## src/rtl/instr_fetch.sv

```systemverilog
`default_nettype none
// ============================================================================
// Module   : instr_fetch
// Brief    : In-order instruction fetch buffer with latency-tolerant issue,
//            PC tagging and flush-aware discard of stale memory responses.
// Revision : 1.0
// ============================================================================
module instr_fetch #(
  parameter int DEPTH = 4
) (
  input  logic        clk,
  input  logic        reset,
  input  logic [31:0] pc_in,
  input  logic        pc_valid,
  output logic        pc_ready,
  output logic        imem_req,
  output logic [31:0] imem_addr,
  input  logic        imem_gnt,
  input  logic        imem_rvalid,
  input  logic [31:0] imem_rdata,
  input  logic        flush,
  output logic        instr_valid,
  output logic [31:0] instr,
  output logic [31:0] instr_pc,
  input  logic        instr_ready
);

  localparam int PW = $clog2(DEPTH);
  localparam int CW = PW + 1;
  localparam logic [PW-1:0] PTR_ONE   = PW'(1);
  localparam logic [CW-1:0] CNT_ONE   = CW'(1);
  localparam logic [CW:0]   DEPTH_SUM = (CW+1)'(DEPTH);

  logic [31:0]      slot_pc   [DEPTH];
  logic [31:0]      slot_data [DEPTH];
  logic [DEPTH-1:0] slot_filled;
  logic [PW-1:0]    alloc_ptr, fill_ptr, head_ptr;
  // pending tracks allocated-but-unfilled entries so that a full ring of
  // outstanding requests is distinguishable from an empty one.
  logic [CW-1:0]    count, discard, pending;

  logic          credit, issue, resp_drop, resp_keep, pop;
  logic [CW-1:0] discard_flush;

  always_comb begin
    credit        = ({1'b0, count} + {1'b0, discard}) < DEPTH_SUM;
    imem_req      = pc_valid && credit && !flush && reset;
    imem_addr     = pc_in;
    issue         = imem_req && imem_gnt;
    pc_ready      = issue;
    resp_drop     = imem_rvalid && (discard != '0);
    resp_keep     = imem_rvalid && (discard == '0) && (pending != '0);
    instr_valid   = reset && (count != '0) && slot_filled[head_ptr];
    instr         = instr_valid ? slot_data[head_ptr] : '0;
    instr_pc      = instr_valid ? slot_pc[head_ptr]   : '0;
    pop           = instr_valid && instr_ready;
    discard_flush = discard + pending - CW'(resp_drop || resp_keep);
  end

  always_ff @(posedge clk) begin
    if (!reset) begin
      alloc_ptr   <= '0;
      fill_ptr    <= '0;
      head_ptr    <= '0;
      count       <= '0;
      pending     <= '0;
      discard     <= '0;
      slot_filled <= '0;
    end else if (flush) begin
      // Every unfilled entry still has a response on its way; those become
      // discards, less the one (if any) consumed in this very cycle.
      alloc_ptr   <= '0;
      fill_ptr    <= '0;
      head_ptr    <= '0;
      count       <= '0;
      pending     <= '0;
      discard     <= discard_flush;
      slot_filled <= '0;
    end else begin
      if (issue) begin
        alloc_ptr              <= alloc_ptr + PTR_ONE;
        slot_filled[alloc_ptr] <= 1'b0;
      end
      if (resp_keep) begin
        fill_ptr              <= fill_ptr + PTR_ONE;
        slot_filled[fill_ptr] <= 1'b1;
      end
      if (pop) begin
        head_ptr              <= head_ptr + PTR_ONE;
        slot_filled[head_ptr] <= 1'b0;
      end
      if (resp_drop) begin
        discard <= discard - CNT_ONE;
      end
      count   <= count + CW'(issue) - CW'(pop);
      pending <= pending + CW'(issue) - CW'(resp_keep);
    end
  end

  always_ff @(posedge clk) begin
    if (reset && !flush) begin
      if (issue) begin
        slot_pc[alloc_ptr] <= pc_in;
      end
      if (resp_keep) begin
        slot_data[fill_ptr] <= imem_rdata;
      end
    end
  end

endmodule
`default_nettype wire

```

## config.mk

```make
export PLATFORM = sky130hd
export DESIGN_NAME = instr_fetch
export DESIGN_NICKNAME = d
export VERILOG_FILES = /design/src/rtl/instr_fetch.sv
export SDC_FILE = /design/constraint.sdc
export NUM_CORES = 1
export LEC_CHECK = 0
export BUFFER_PORTS_ARGS = -buffer_cell sky130_fd_sc_hd__buf_4
export CAP_MARGIN = 20
export CORE_MARGIN = 3
export CORE_UTILIZATION = 56
export DETAILED_ROUTE_END_ITERATION = 16
export GPL_ROUTABILITY_DRIVEN = 0
export PLACE_DENSITY = 0.79
export RECOVER_POWER = 50
export SLEW_MARGIN = 20
export SYNTH_ARGS = -nofsm -noshare
export SYNTH_HDL_FRONTEND = slang
export SYNTH_SLANG_ARGS = --single-unit
```

## constraint.sdc

```tcl
create_clock -name clk -period 3.3 [get_ports clk]
set_clock_uncertainty 0.05 [all_clocks]
set_input_delay 0.99 -clock clk [delete_from_list [all_inputs] [get_ports clk]]
set_output_delay 0.99 -clock clk [all_outputs]
set_load 0.01 [all_outputs]
```

Word-level counts from Yosys, hierarchy flattened --
Memories as Yosys holds them, arrays and structs flattened. A register that Yosys moved wholly into a read port is not among the register bits. Index checks and enable logic that the tools add are counted.
Word-level totals: bits in writable memories 256, register bits 19, memories 2, output and inout bits 99, word-level logic and storage cells 84, bits in read-only memories 0, bits in latches 0
Memory list:
- slot_data | words 4, width 32, read ports 1, clocked after Yosys merged registers in 1, write ports 1, line 35 | logic [31:0] slot_data [DEPTH];
- slot_pc | words 4, width 32, read ports 1, clocked after Yosys merged registers in 1, write ports 1, line 34 | logic [31:0] slot_pc [DEPTH];
Cells by class: multipliers 0, reductions and logical operators 22, magnitude comparators 7, divide/modulo/power cells 0, equality and inequality tests 0, add/subtract/negate cells 11, muxes and demuxes 29, shifts and indexed selects 0, bitwise gates (word level) 6
Operators by type and width (number):
- $mux W32 | 2
- $mux W4 | 7
- $logic_and A1 B1 Y1 | 14
- $mux W1 | 10
- $lt A2 B3 Y1 const B | 3
- $reduce_bool A3 Y1 | 3
- $sub A3 B1 Y3 | 3
- $and A4 B4 Y4 | 2
- $mux W2 | 4
- $not A4 Y4 | 2
- $add A2 B1 Y2 const B | 3
- $add A3 B1 Y3 | 2
- $demux W1 S2 | 3
- $ge A2 B1 Y1 const B | 3
- $mux W3 | 2
- $add A3 B3 Y4 | 1
- $lt A4 B3 Y1 const B | 1
- $or A4 B4 Y4 | 1
- $add A3 B3 Y3 | 1
- $logic_not A3 Y1 | 1
- $sub A3 B1 Y3 const B | 1
- $bmux W1 S2 | 1
- $reduce_bool A2 Y1 | 1
- $reduce_or A2 Y1 | 1
- 3 further kinds | 3

Longest topological paths before layout --
word-level depth 15, depth in mapped cells 13, gate-level depth less buffers 12

Worst setup path before layout --
No wires, ideal clock.
path type in2reg, start input flush, end memory slot_pc[0][0], enable pin, setup time 392 ps, path slack 194 ps, arrival 2664 ps, cell stages on the path 5, path through buf_2 > and2b_1 > nand4_1 > inv_2 > and2_1
Between the ends: cells in the longest elaborated chain, start to end 7, elaborated cells between the ends (all ways) 8, classes of those cells mux: 3; reduce/logical: 5
Ends and longest elaborated chain:
- start, declared | line 21 | input logic flush,
- $logic_not A1 Y1 | line 47 | imem_req = pc_valid && credit && !flush && reset;
- $logic_and A1 B1 Y1 (2 in a row) | line 47
- $logic_and A1 B1 Y1 | line 49 | issue = imem_req && imem_gnt;
- named net pc_ready | line 15 | output logic pc_ready,
- $mux W1 | line 102 | if (issue) begin
- $mux W1 | line 101 | if (reset && !flush) begin
- $mux W1 (not written as such) | line 103 | slot_pc[alloc_ptr] <= pc_in;
- end, declared | line 34
The timed path passes the listed nets, and every way through them passes these cells.

==> key figures <==
Status
  – Status: complete, no violations

Worst setup path
  – Type of the worst setup path: reg2out
  – Required @ worst endpoint: roughly 2300 ps
  – Critical path launch point type: flop
  – Crit. End Element: output port
  – WP data arrival: about 2100 ps
  – Critical path peak fanout: 19

Floorplanning
  – Initial core utilization: between 50% and 60%
  – Core area: 19700 sq um
  – I/O Pins: 170
  – Die area: 22000 sq um
  – Rows: 51
  – Overall die width: roughly 150 microns
  – Die Ht: about 150 microns

Layout
  – # fillers: around 1300
  – Nets@finish: roughly 850
  – Area Overhead vs Synth: 19.1%
  – Layout cells sized above 1: approximately 30%

Synth
  – Ys async rst share: 0%
  – Top post-synthesis cells by area: edfxtp_1 (68%), mux4_2 (13%), and3_1 (3.9%)
  – Mapped cell area: approximately 11000 sq um
  – Synth top cells by count: edfxtp_1 (256), and3_1 (71), mux4_2 (65)
  – Sequential-to-total area share from yosys stat: 71.6%
  – Area leader, netlist: edfxtp_1
  – Most common flop cell mapped by yosys: edfxtp_1
  – Syn Nets: 693
  – Ys Warns: 0
  – Share of the synthesized area in the top cell type: between 60% and 70%
  – Post-synthesis cell type count: 39
  – Yosys reg bits: ~280
  – Cells after synthesis: approximately 600
  – Post-synth EDFFs: approximately 260
  – Count leader, synth: edfxtp_1
  – Syn Area/Cell: approximately 19 sq um

Clocking
  – Clock buffer count from CTS: 27
  – # clock sinks: about 280
  – Clock slew at reported path FFs: around 60 ps
  – TritonCTS clock tree: yes
  – Clk buf depth: 3
  – Quantity of hold-fixing buffers added after cts: 0
  – H-tree depth: 1
  – CTS root buf: clkbuf_16
  – Clk_lat worst skew: about 520 ps

Power and ir drop
  – Tot Pwr: roughly 7200 uW
  – Worst VDD drop: ~0.45 mV
  – P_leak: about 0.0048 uW
  – PwrDens: roughly 530 nW/um^2

Drt
  – Vias/cell: around 5.7
  – Iter 0 DRT Violations: around 410
  – First drt pass iteration count: 7
  – Post-DR wirelength/cell: between 20 and 25 microns
  – Via count: about 6000
  – DRC violations left: 0
  – DRT Wirelength: ~22 mm
  – Antenna Nets Post-Route: 0

STA
  – Peak Freq: ~320 MHz
  – Final Setup Violations: 0
  – Minimum clock period: approximately 3100 ps
  – Period utilisation layout: 94.6%
  – Slew Limit Fails: 0
  – Post-route setup TNS: 0 ps
  – Slew @ Worst Pin: 646 ps
  – Unrepaired setup endpoints after global routing: no
  – Slew headroom: 56.9%
  – Final hold violations: 0

Global route
  – Gr usage total: roughly 20%
  – Global route overflow: 0
  – Largest net degree at the start of global routing: 42
  – Number of global-route vias before repair: 6325
  – Initial antenna violation count: 3
  – First-pass GRT wire length: about 34 mm

Placement
  – I/O Buffers: roughly 170
  – Post-DP HPWL: about 14 mm

Min path
  – Hold Path Class: reg2reg

Job
  – Max Cap Viol: 0
[flip-flops by register name, indices dropped and copies added (netlist names), named ones only]
register and flops:
slot_pc 128, head_ptr 2, slot_filled 4, slot_data 128, count 3, discard 3, alloc_ptr 2, pending 3
fill_ptr 2
[cell usage in the layout (no fill, tap or decap), drive strengths merged, types with 3 or more instances in the layout]
| cell | n |
|---|---|
| nor2 | 8 |
| a211oi | 4 |
| inv | 22 |
| dfxtp | 21 |
| and3 | 71 |
| edfxtp | 256 |
| nor2b | 4 |
| bufinv | 3 |
| nand2 | 7 |
| fa | 3 |
| ha | 23 |
| buf | 113 |
| mux4 | 65 |
| and2 | 8 |
| xnor2 | 9 |
| a21oi | 3 |
| nand2b | 4 |
| clkinv | 10 |
| a221oi | 4 |
| clkbuf | 115 |
[worst max-delay path, stage by stage (launching register included)]
cell and delay [ps]:
dfxtp_4 440, buf_12 230, mux4_2 540, and3_1 210, buf_4 140
[worst paths after layout]
check / start / cells after the start / slack, ps / to
worst min-delay path: alloc_ptr[1] / 2 / 470 / alloc_ptr[1]
worst max-delay path: flop / 4 / 180 / instr[0]
worst min register to register: alloc_ptr[1] / 2 / 470 / alloc_ptr[1]
worst max register to register: head_ptr[0] / 10 / 370 / count[2]
[kinds of logic after synthesis]
logic type / after synthesis / share of synthesized area, %
multiplexers: 67 / 13.1
flip-flops: 277 / 71.6
XOR/XNOR: 10 / 0.774
buffers and inverters: 86 / 4.18
adder cells (fa/ha/maj): 26 / 3.07
AO/OA/AOI/OAI: 19 / 1.43
AND/OR/NAND/NOR: 111 / 5.85
[through the flow]
step                instance area, sq um  hold WS (ps)  setup WS, ps  instances  utilization, %
global route                       13500           511          60.4       1041            68.6
detailed placement                 12900           465           232        987            65.6
floorplan                          11300           419           194        596               -
global placement                   12900           428           335        987            65.6
finish                             13500           465           178       1042            68.6
CTS                                13800           473          40.6       1040            70.1
[final cells by class]
cell class,instances,area (sq um),area share [%]
Clock inverter,16,164,1.22
Clock buffer,34,702,5.20
Tap cell,265,332,2.46
Sequential cell,277,8120,60.2
Timing Repair Buffer,194,1340,9.94
Multi-Input combinational cell,233,2750,20.4
Inverter,21,78.8,0.584
Antenna cell,2,5.00,0.0371
[layer usage]
metal	up-vias	track usage (%)	wire, microns
met5	-	0	28
met4	4	5.82	533
met2	193	33.8	11500
met3	46	3.60	1290
li1	2653	-	-
met1	3071	26.8	8750
[repair_timing]
action	4_1_cts	5_1_grt
cloned	0	0
buffers inserted	3	0
endpoints found under the setup margin	50	4
pin swaps	0	0
gates resized for setup	0	2
[report_power, final]
part	switching (uW)	internal [uW]
logic	197	142
clock network	1220	1740
registers	24.3	3860
total	1450	5750
Note: power is estimated with default switching activity, not from simulation.
